### src/rtl/ucie_sb_pkg.sv
// Shared sideband constants and types for the UCIe sideband transmit path.
// Default packet width and minimum inter-packet idle time in UI.
package ucie_sb_pkg;

  localparam int SB_PKT_W      = 64;
  localparam int SB_MIN_GAP_UI = 32;

  typedef enum logic [1:0] {
    SB_TX_IDLE,
    SB_TX_SEND,
    SB_TX_GAP
  } sb_tx_state_e;

  typedef logic [SB_PKT_W-1:0] sb_pkt_t;

endpackage

### src/rtl/ucie_sb_tx_serializer.sv
// Sideband TX serializer: one packet per valid/ready accept, LSB-first, two clk cycles per UI.
// Outputs registered; pkt_ready only in IDLE, so the source simply holds pkt_valid during SEND/GAP.
module ucie_sb_tx_serializer
  import ucie_sb_pkg::*;
#(
  parameter int PKT_W      = SB_PKT_W,
  parameter int MIN_GAP_UI = SB_MIN_GAP_UI
) (
  input  logic             clk,
  input  logic             reset,
  input  logic             pkt_valid,
  input  logic [PKT_W-1:0] pkt_data,
  output logic             pkt_ready,
  output logic             SBTX_CLK,
  output logic             SBTX_DATA,
  output logic             busy,
  output logic             pkt_sent
);

  localparam int BIT_W = $clog2(PKT_W);
  localparam int GAP_W = $clog2(2 * MIN_GAP_UI);

  localparam logic [BIT_W-1:0] LAST_BIT = BIT_W'(PKT_W - 1);
  localparam logic [GAP_W-1:0] LAST_GAP = GAP_W'(2 * MIN_GAP_UI - 1);

  localparam logic [1:0] ST_IDLE = SB_TX_IDLE;
  localparam logic [1:0] ST_SEND = SB_TX_SEND;
  localparam logic [1:0] ST_GAP  = SB_TX_GAP;

  logic [1:0]       state_q,   state_d;
  logic [PKT_W-1:0] shreg_q,   shreg_d;
  logic [BIT_W-1:0] bit_cnt_q, bit_cnt_d;
  logic             phase_q,   phase_d;
  logic [GAP_W-1:0] gap_cnt_q, gap_cnt_d;
  logic             sbclk_q,   sbclk_d;
  logic             sbdat_q,   sbdat_d;
  logic             sent_q,    sent_d;
  logic             rst_rel_q;

  // Ready comes from registers only, so it stays low until the first edge after release.
  assign pkt_ready = (state_q == ST_IDLE) && rst_rel_q;
  assign busy      = (state_q == ST_SEND) || (state_q == ST_GAP);
  assign SBTX_CLK  = sbclk_q;
  assign SBTX_DATA = sbdat_q;
  assign pkt_sent  = sent_q;

  always_comb begin
    state_d   = state_q;
    shreg_d   = shreg_q;
    bit_cnt_d = bit_cnt_q;
    phase_d   = phase_q;
    gap_cnt_d = gap_cnt_q;
    sbclk_d   = 1'b0;
    sbdat_d   = 1'b0;
    sent_d    = 1'b0;

    case (state_q)
      ST_IDLE: begin
        if (pkt_valid && pkt_ready) begin
          shreg_d   = pkt_data;
          bit_cnt_d = '0;
          phase_d   = 1'b0;
          state_d   = ST_SEND;
        end
      end

      ST_SEND: begin
        phase_d = ~phase_q;
        if (!phase_q) begin
          sbdat_d = shreg_q[0];
        end else begin
          // Forwarded clock rises mid-UI; data was launched one clk earlier.
          sbclk_d = 1'b1;
          sbdat_d = sbdat_q;
          shreg_d = shreg_q >> 1;
          if (bit_cnt_q == LAST_BIT) begin
            sent_d    = 1'b1;
            bit_cnt_d = '0;
            gap_cnt_d = '0;
            state_d   = ST_GAP;
          end else begin
            bit_cnt_d = bit_cnt_q + BIT_W'(1);
          end
        end
      end

      ST_GAP: begin
        if (gap_cnt_q == LAST_GAP) begin
          gap_cnt_d = '0;
          state_d   = ST_IDLE;
        end else begin
          gap_cnt_d = gap_cnt_q + GAP_W'(1);
        end
      end

      default: begin
        state_d   = ST_IDLE;
        shreg_d   = '0;
        bit_cnt_d = '0;
        phase_d   = 1'b0;
        gap_cnt_d = '0;
      end
    endcase
  end

  always_ff @(posedge clk or negedge reset) begin
    if (!reset) begin
      state_q   <= ST_IDLE;
      shreg_q   <= '0;
      bit_cnt_q <= '0;
      phase_q   <= 1'b0;
      gap_cnt_q <= '0;
      sbclk_q   <= 1'b0;
      sbdat_q   <= 1'b0;
      sent_q    <= 1'b0;
      rst_rel_q <= 1'b0;
    end else begin
      state_q   <= state_d;
      shreg_q   <= shreg_d;
      bit_cnt_q <= bit_cnt_d;
      phase_q   <= phase_d;
      gap_cnt_q <= gap_cnt_d;
      sbclk_q   <= sbclk_d;
      sbdat_q   <= sbdat_d;
      sent_q    <= sent_d;
      rst_rel_q <= 1'b1;
    end
  end

endmodule

### config.mk
export PLATFORM = sky130hd
export DESIGN_NAME = ucie_sb_tx_serializer
export DESIGN_NICKNAME = d
export VERILOG_FILES = /design/src/rtl/ucie_sb_pkg.sv /design/src/rtl/ucie_sb_tx_serializer.sv
export SDC_FILE = /design/constraint.sdc
export NUM_CORES = 1
export LEC_CHECK = 0
export BUFFER_PORTS_ARGS = -buffer_cell sky130_fd_sc_hd__buf_2
export CAP_MARGIN = 20
export CORE_ASPECT_RATIO = 0.6
export CORE_MARGIN = 2
export CORE_UTILIZATION = 30
export DETAILED_ROUTE_END_ITERATION = 8
export PLACE_DENSITY_LB_ADDON = 0.1
export SLEW_MARGIN = 20
export SYNTH_ARGS = -nofsm -noshare
export SYNTH_HDL_FRONTEND = slang
export SYNTH_SLANG_ARGS = --single-unit
### constraint.sdc
create_clock -name clk -period 3.8 [get_ports clk]
set_clock_uncertainty 0.05 [all_clocks]
set_input_delay 1.14 -clock clk [delete_from_list [all_inputs] [get_ports clk]]
set_output_delay 1.14 -clock clk [all_outputs]
set_load 0.03 [all_outputs]
==> results.md, run 1 <==
* Outcome: finished clean
* Number of H-tree levels at 3
* Combined area of all synthesized cells at 4240 sq um
* Cell with the most instances after synthesis: nor2_1
* Number of DRC violations after detailed-routing iteration 0 at 120
* Critical path startpoint category: flip-flop
* Maximum clock insertion buffer count at 2
* Fraction of layout instances using a drive strength above 1 at between 30% and 40%
* Clock tree from TritonCTS: built
* Post-detailed-placement half-perimeter wirelength at 6540 microns
* Area grow syn2layout at 20.1%
* Ratio of final minimum period to clock period at around 74%
* Count of instances resized after the clock tree is built at 0
* Detailed-router iteration count before antenna repair at 4
* Core Box Area at 13700 sq um
* Area share of the largest cell type after synthesis at 49.0%
* Top-level port count at 72
* Post-Syn Instances at 387
* Kind of capture point of the worst setup path: primary output
* Number of enable flip-flop cells after synthesis at 0
* Combined buffer and inverter count along the critical path at 2
* Maximum achievable frequency at 357 MHz
* Number of register bits inferred by synthesis at 83
* Worst Path Arrival at roughly 1.6 ns
* Synth warn at 0
* LEAKAGE at 0.00223 uW
* Global router's overall resource usage at roughly 14%
* Post-detailed-route DRC marker count at 0
* Total number of clock tree sinks at 83
* Final-report hold violation count at 0
* Global-route wire length before repair at about 17000 microns
* Critical path required time at roughly 2.6 ns
* Final weighted congestion of routability-driven global placement at 0.739
* DIE AREA at 15100 sq um
* Number of max-cap violations at 0
* Via count of the routed design at 3047
* Synth cell types at 36
* Die X at 158 microns
* CP cell instances: inv_1, ha_4, and2_1, buf_2
* Remaining max-slew budget at the tightest pin at a little under two fifths
* Clock slew at reported path FFs at 0.06 ns
* Later-pin clock latency in the skew report at 0.34 ns
* Root Buffer: clkbuf_16
* Antenna violations before repair at 0
* Die outline height at 96.1 microns
* Hold buffer count at cts at 0
* Vias in the first global route at about 3200
* Gate family responsible for the most delay along the worst path: flip-flops
* Port bufs at 71
* Mean area per synthesized cell at roughly 11 sq um
* Commonest register cell after synthesis: dfrtp_1
* Initial Utilization at 30.9%
* Fin nets at around 520
* Critical-path maximum fanout at 15
* Post-synthesis sequential area ratio at 49.0%
* Cell with the largest stage delay on the worst path: dfrtp_1
* Routed wire length at 10300 microns
* Number of setup violations in the final report at 0
* Worst slew pin tran at 0.937 ns
* Finished Cell Area at 5100 sq um
* Cell Rows at 33
* Worst Path Class, Setup: reg2out
* Area leader, netlist: dfrtp_1
* Setup repair after global routing missed its margin: no
* Final-layout setup total negative slack at 0 ns
* Synthesized netlist net count at 461
* Peak supply drop at ~0.00043 V
* Post-route ant nets at 0
* Top post-synthesis cells by count: nor2_1, dfrtp_1, a221oi_2
* Post-DP Area at 4750 sq um
* Maximum number of pins on one net before global-route repair at 55
* Power density over cell area at between 1000 and 1500 nW/um^2
* Final slew viol count at 0
* Final critical path time including I/O delays and setup at around 2.8 ns
* Postcts setup bufs at 0
* Vias/cell at 4.72
* Delay of the slowest cell on the worst path at 0.40 ns
* Post-DR wirelength/cell at approximately 16 microns
* Top cells by area, synth: dfrtp_1, a221oi_2, nor2_1
* Congestion Overflow GR at 0
* Type of the most critical hold path: reg2reg
* CTS buffer count at 9
* Async set or reset register ratio after synthesis at 100%
## per-layer routing
| metal | GRT usage [%] | part of all wire, % |
|---|---|---|
| met2 | 20.4 | 40 |
| met3 | 4.59 | 5.5 |
| met4 | 3.71 | 0.91 |
| met1 | 21.3 | 53 |
| met5 | 0 | 0 |
## kinds of logic (layout without fill, tap and decap cells)
family,count (synthesis),after routing,synth area share [%]
fa+ha+maj,7,7,2.06
buf+inv,37,102,5.16
other cells,1,2,0.0884
flops,83,83,49.0
mux,6,6,1.65
simple gates,169,169,16.2
compound gates,84,84,25.9
## power by group
group / switching [uW] / total [uW] / internal [uW]
Clock: 357 / 1020 / 658
Sequential: 286 / 1600 / 1320
Combinational: 1540 / 2510 / 967
## sequential cells by signal, summed over array words and instances (netlist names)
signal,flops
gap_cnt_q,6
SBTX_DATA,1
pkt_sent,1
bit_cnt_q,6
rst_rel_q,1
SBTX_CLK,1
state_q,2
phase_q,1
shreg_q,64
## worst paths after layout
path / cells past startpoint / start / slack (ns) / endpoint
hold / removal: 2 / shreg_q[63] / 0.44 / shreg_q[63]
min in group asynchronous: 1 / reset / 0.73 / shreg_q[4]
hold reg to reg: 2 / shreg_q[63] / 0.44 / shreg_q[63]
max in group asynchronous: 2 / reset / 2.20 / shreg_q[60]
setup reg to reg: 7 / state_q[1] / 1.43 / bit_cnt_q[2]
setup / recovery: 4 / state_q[1] / 1.00 / pkt_ready
## layout by cell type (no fill, tap or decap), types with 2 or more instances in the layout
cell type and n:
nor2_1 132, dfrtp_1 83, buf_2 70, a221oi_2 63, nand2_1 13, buf_4 11, nand3_1 9, clkbuf_16 9
o21ai_0 7, inv_1 5, ha_1 5, mux2_2 4, a22o_1 4, nor2b_1 4, bufinv_16 3, nor3_1 2
nand2b_1 2, ha_4 2, clkinv_2 2
## worst register-to-register path: stages, from the launching register on
cell,delay [ns]
dfrtp_1,0.40
inv_1,0.19
ha_4,0.33
a21boi_1,0.38
or3_4,0.29
buf_4,0.41
o21ai_1,0.15
o31ai_2,0.07
## metrics by stage
step	std cells	worst slack (ns)	utilization (%)	hold slack, ns	power [uW]
2_1_floorplan	387	0.928	-	0.407	3690
3_3_place_gp	628	1.19	34.6	0.420	4110
3_5_place_dp	628	1.18	34.6	0.431	4160
4_1_cts	644	0.979	37.0	0.444	5210
5_1_grt	644	0.904	37.0	0.453	5570
6_report	645	1.00	37.1	0.438	5130
## cell type report
class                   instances  area [sq um]
clock inverters                 5           100
repair buffers                 81           433
diodes                          1          2.50
flip-flops and latches         83          2080
inverters                       5          18.8
multi-input cells             267          1980
clock buffers                  11           243
well taps                     192           240
fillers                      1365          8650
Power figures use the tool's default switching activity.
==> run 2: changes to the inputs <==
==> constraint.sdc (replaced) <==
create_clock -name clk -period 2.4 [get_ports clk]
set_clock_uncertainty 0.05 [all_clocks]
set_input_delay 0.72 -clock clk [delete_from_list [all_inputs] [get_ports clk]]
set_output_delay 0.72 -clock clk [all_outputs]
set_load 0.03 [all_outputs]
==> results.md, run 2 (same netlist as run 1, synthesis figures left out) <==
* Outcome: finished clean
* Final-layout setup total negative slack at 0 ns
* Core Box Area at 13700 sq um
* Via count of the routed design at 3085
* Later-pin clock latency in the skew report at 0.33 ns
* Finished Cell Area at 5080 sq um
* Clock tree from TritonCTS: built
* Maximum number of pins on one net before global-route repair at 56
* Post-route ant nets at 0
* Dpl ws at 0.303 ns
* Setup repair after global routing missed its margin: no
* Postcts setup bufs at 0
* Number of flip-flops under the largest register name at 64
* Power density over cell area at 1550 nW/um^2
* Critical path startpoint category: flip-flop
* Maximum clock insertion buffer count at 2
* Number of H-tree levels at 3
* Congestion Overflow GR at 0
* Remaining max-slew budget at the tightest pin at 35.5%
* Final-report hold violation count at 0
* Critical-path maximum fanout at 6
* Post-DR wirelength/cell at 15.6 microns
* Most common cell after layout, fill and taps aside: nor2_1
* Registers with the most flip-flops: shreg_q: 64 flops, bit_cnt_q: 6 flops, gap_cnt_q: 6 flops
* Number of setup violations in the final report at 0
* Largest Register: shreg_q
* RR Endpoint: shreg_q[26]
* Vias in the first global route at 3098
* Die outline height at 96.1 microns
* Final slew viol count at 0
* Post-DP Area at 4790 sq um
* LEAKAGE at about 0.0022 uW
* Cell Rows at 33
* Number of max-cap violations at 0
* Fin nets at 523
* Peak supply drop at 0.000739 V
* Worst Path Arrival at 1.44 ns
* R2r worst-path depth at 6
* DIE AREA at roughly 15000 sq um
* R2R Path Start: state_q[0]
* Post-detailed-route DRC marker count at 0
* Type of the most critical hold path: in2async
* Maximum achievable frequency at roughly 450 MHz
* Worst Path Class, Setup: reg2out
* Worst slew pin tran at 0.968 ns
* Vias/cell at between 4 and 5
* Smallest setup slack after layout at 0.193 ns
* Antenna violations before repair at 3
* Critical path required time at 1.63 ns
* Port bufs at 71
* Most frequent cells in the layout: nor2_1, dfrtp_1, buf_2, a221oi_2, nand2_1
* Ratio of final minimum period to clock period at 92.0%
* Clock slew at reported path FFs at 0.06 ns
* Register-to-Register Setup Slack at approximately 0.29 ns
* Detailed-router iteration count before antenna repair at 4
* Root Buffer: clkbuf_16
* Layout fillers at 1397
* Fraction of layout instances using a drive strength above 1 at 38.3%
* Count of instances resized after the clock tree is built at 0
* Post-detailed-placement half-perimeter wirelength at approximately 6400 microns
* Top-level port count at 72
* Final critical path time including I/O delays and setup at 2.21 ns
* Final weighted congestion of routability-driven global placement at 0.713
* Die X at 158 microns
* Global-route wire length before repair at between 15000 and 20000 microns
* Total number of clock tree sinks at 83
* Kind of capture point of the worst setup path: primary output
* Routed wire length at 10100 microns
* CTS buffer count at 9
* Number of DRC violations after detailed-routing iteration 0 at between 100 and 150
* Global router's overall resource usage at between 10 and 15%
* Initial Utilization at 30.9%
* Hold buffer count at cts at 0
* Area grow syn2layout at 19.6%
-- run 2: cell types whose count changed in the layout (fill, tap and decap cells not counted), sizes merged --
| cell | delta |
|---|---|
| bufinv | -3 |
| buf | +2 |
| clkinv | +2 |
| clkinvlp | +1 |
| diode | +1 |
-- run 2: how the worst max path moves through the flow --
stage               start           to  slack [ns]  cells past startpoint
2_1_floorplan  state_q[0]    pkt_ready        0.14                      5
3_5_place_dp   state_q[0]  shreg_q[14]        0.30                      6
4_1_cts        state_q[1]    pkt_ready        0.16                      4
3_3_place_gp   state_q[0]  shreg_q[26]        0.35                      6
5_1_grt        state_q[1]    pkt_ready        0.12                      4
6_report       state_q[1]    pkt_ready        0.19                      4
-- run 2: power by group --
part           leakage, uW  switching [uW]  internal, uW
Clock             0.000141             556           750
Combinational      0.00108            2460          1580
Sequential        0.000997             458          2090
-- run 2: metrics by stage --
stage / instances / total power [uW] / utilization [%] / hold slack (ns)
2_1_floorplan: 387 / 5840 / - / 0.374
3_3_place_gp: 630 / 6540 / 34.8 / 0.419
3_5_place_dp: 630 / 6640 / 34.8 / 0.426
4_1_cts: 646 / 8020 / 36.9 / 0.255
5_1_grt: 646 / 8580 / 36.9 / 0.267
6_report: 648 / 7890 / 36.9 / 0.245
-- run 2: metal layers --
| metal | part of all wire (%) | vias to the layer above | GRT usage, % |
|---|---|---|---|
| li1 | - | 1521 | - |
| met1 | 53 | 1499 | 21.1 |
| met2 | 40 | 52 | 19.7 |
| met3 | 5.6 | 11 | 5.04 |
| met4 | 1.0 | 2 | 3.64 |
| met5 | 0.13 | - | 0 |
-- run 2: critical path, stage by stage (launching register included) --
cell	delay, ns
dfrtp_1	0.40
inv_1	0.19
ha_4	0.21
and2_1	0.12
buf_2	0.19
-- run 2: final cells by class --
cell class | instances | area [sq um] | area share, %
clock inverters | 5 | 27.5 | 0.542
inverters | 5 | 18.8 | 0.370
clock buffers | 11 | 253 | 4.98
repair buffers | 83 | 473 | 9.32
flip-flops and latches | 83 | 2080 | 40.9
well taps | 192 | 240 | 4.73
multi-input cells | 267 | 1980 | 39.0
diodes | 2 | 5.00 | 0.0986
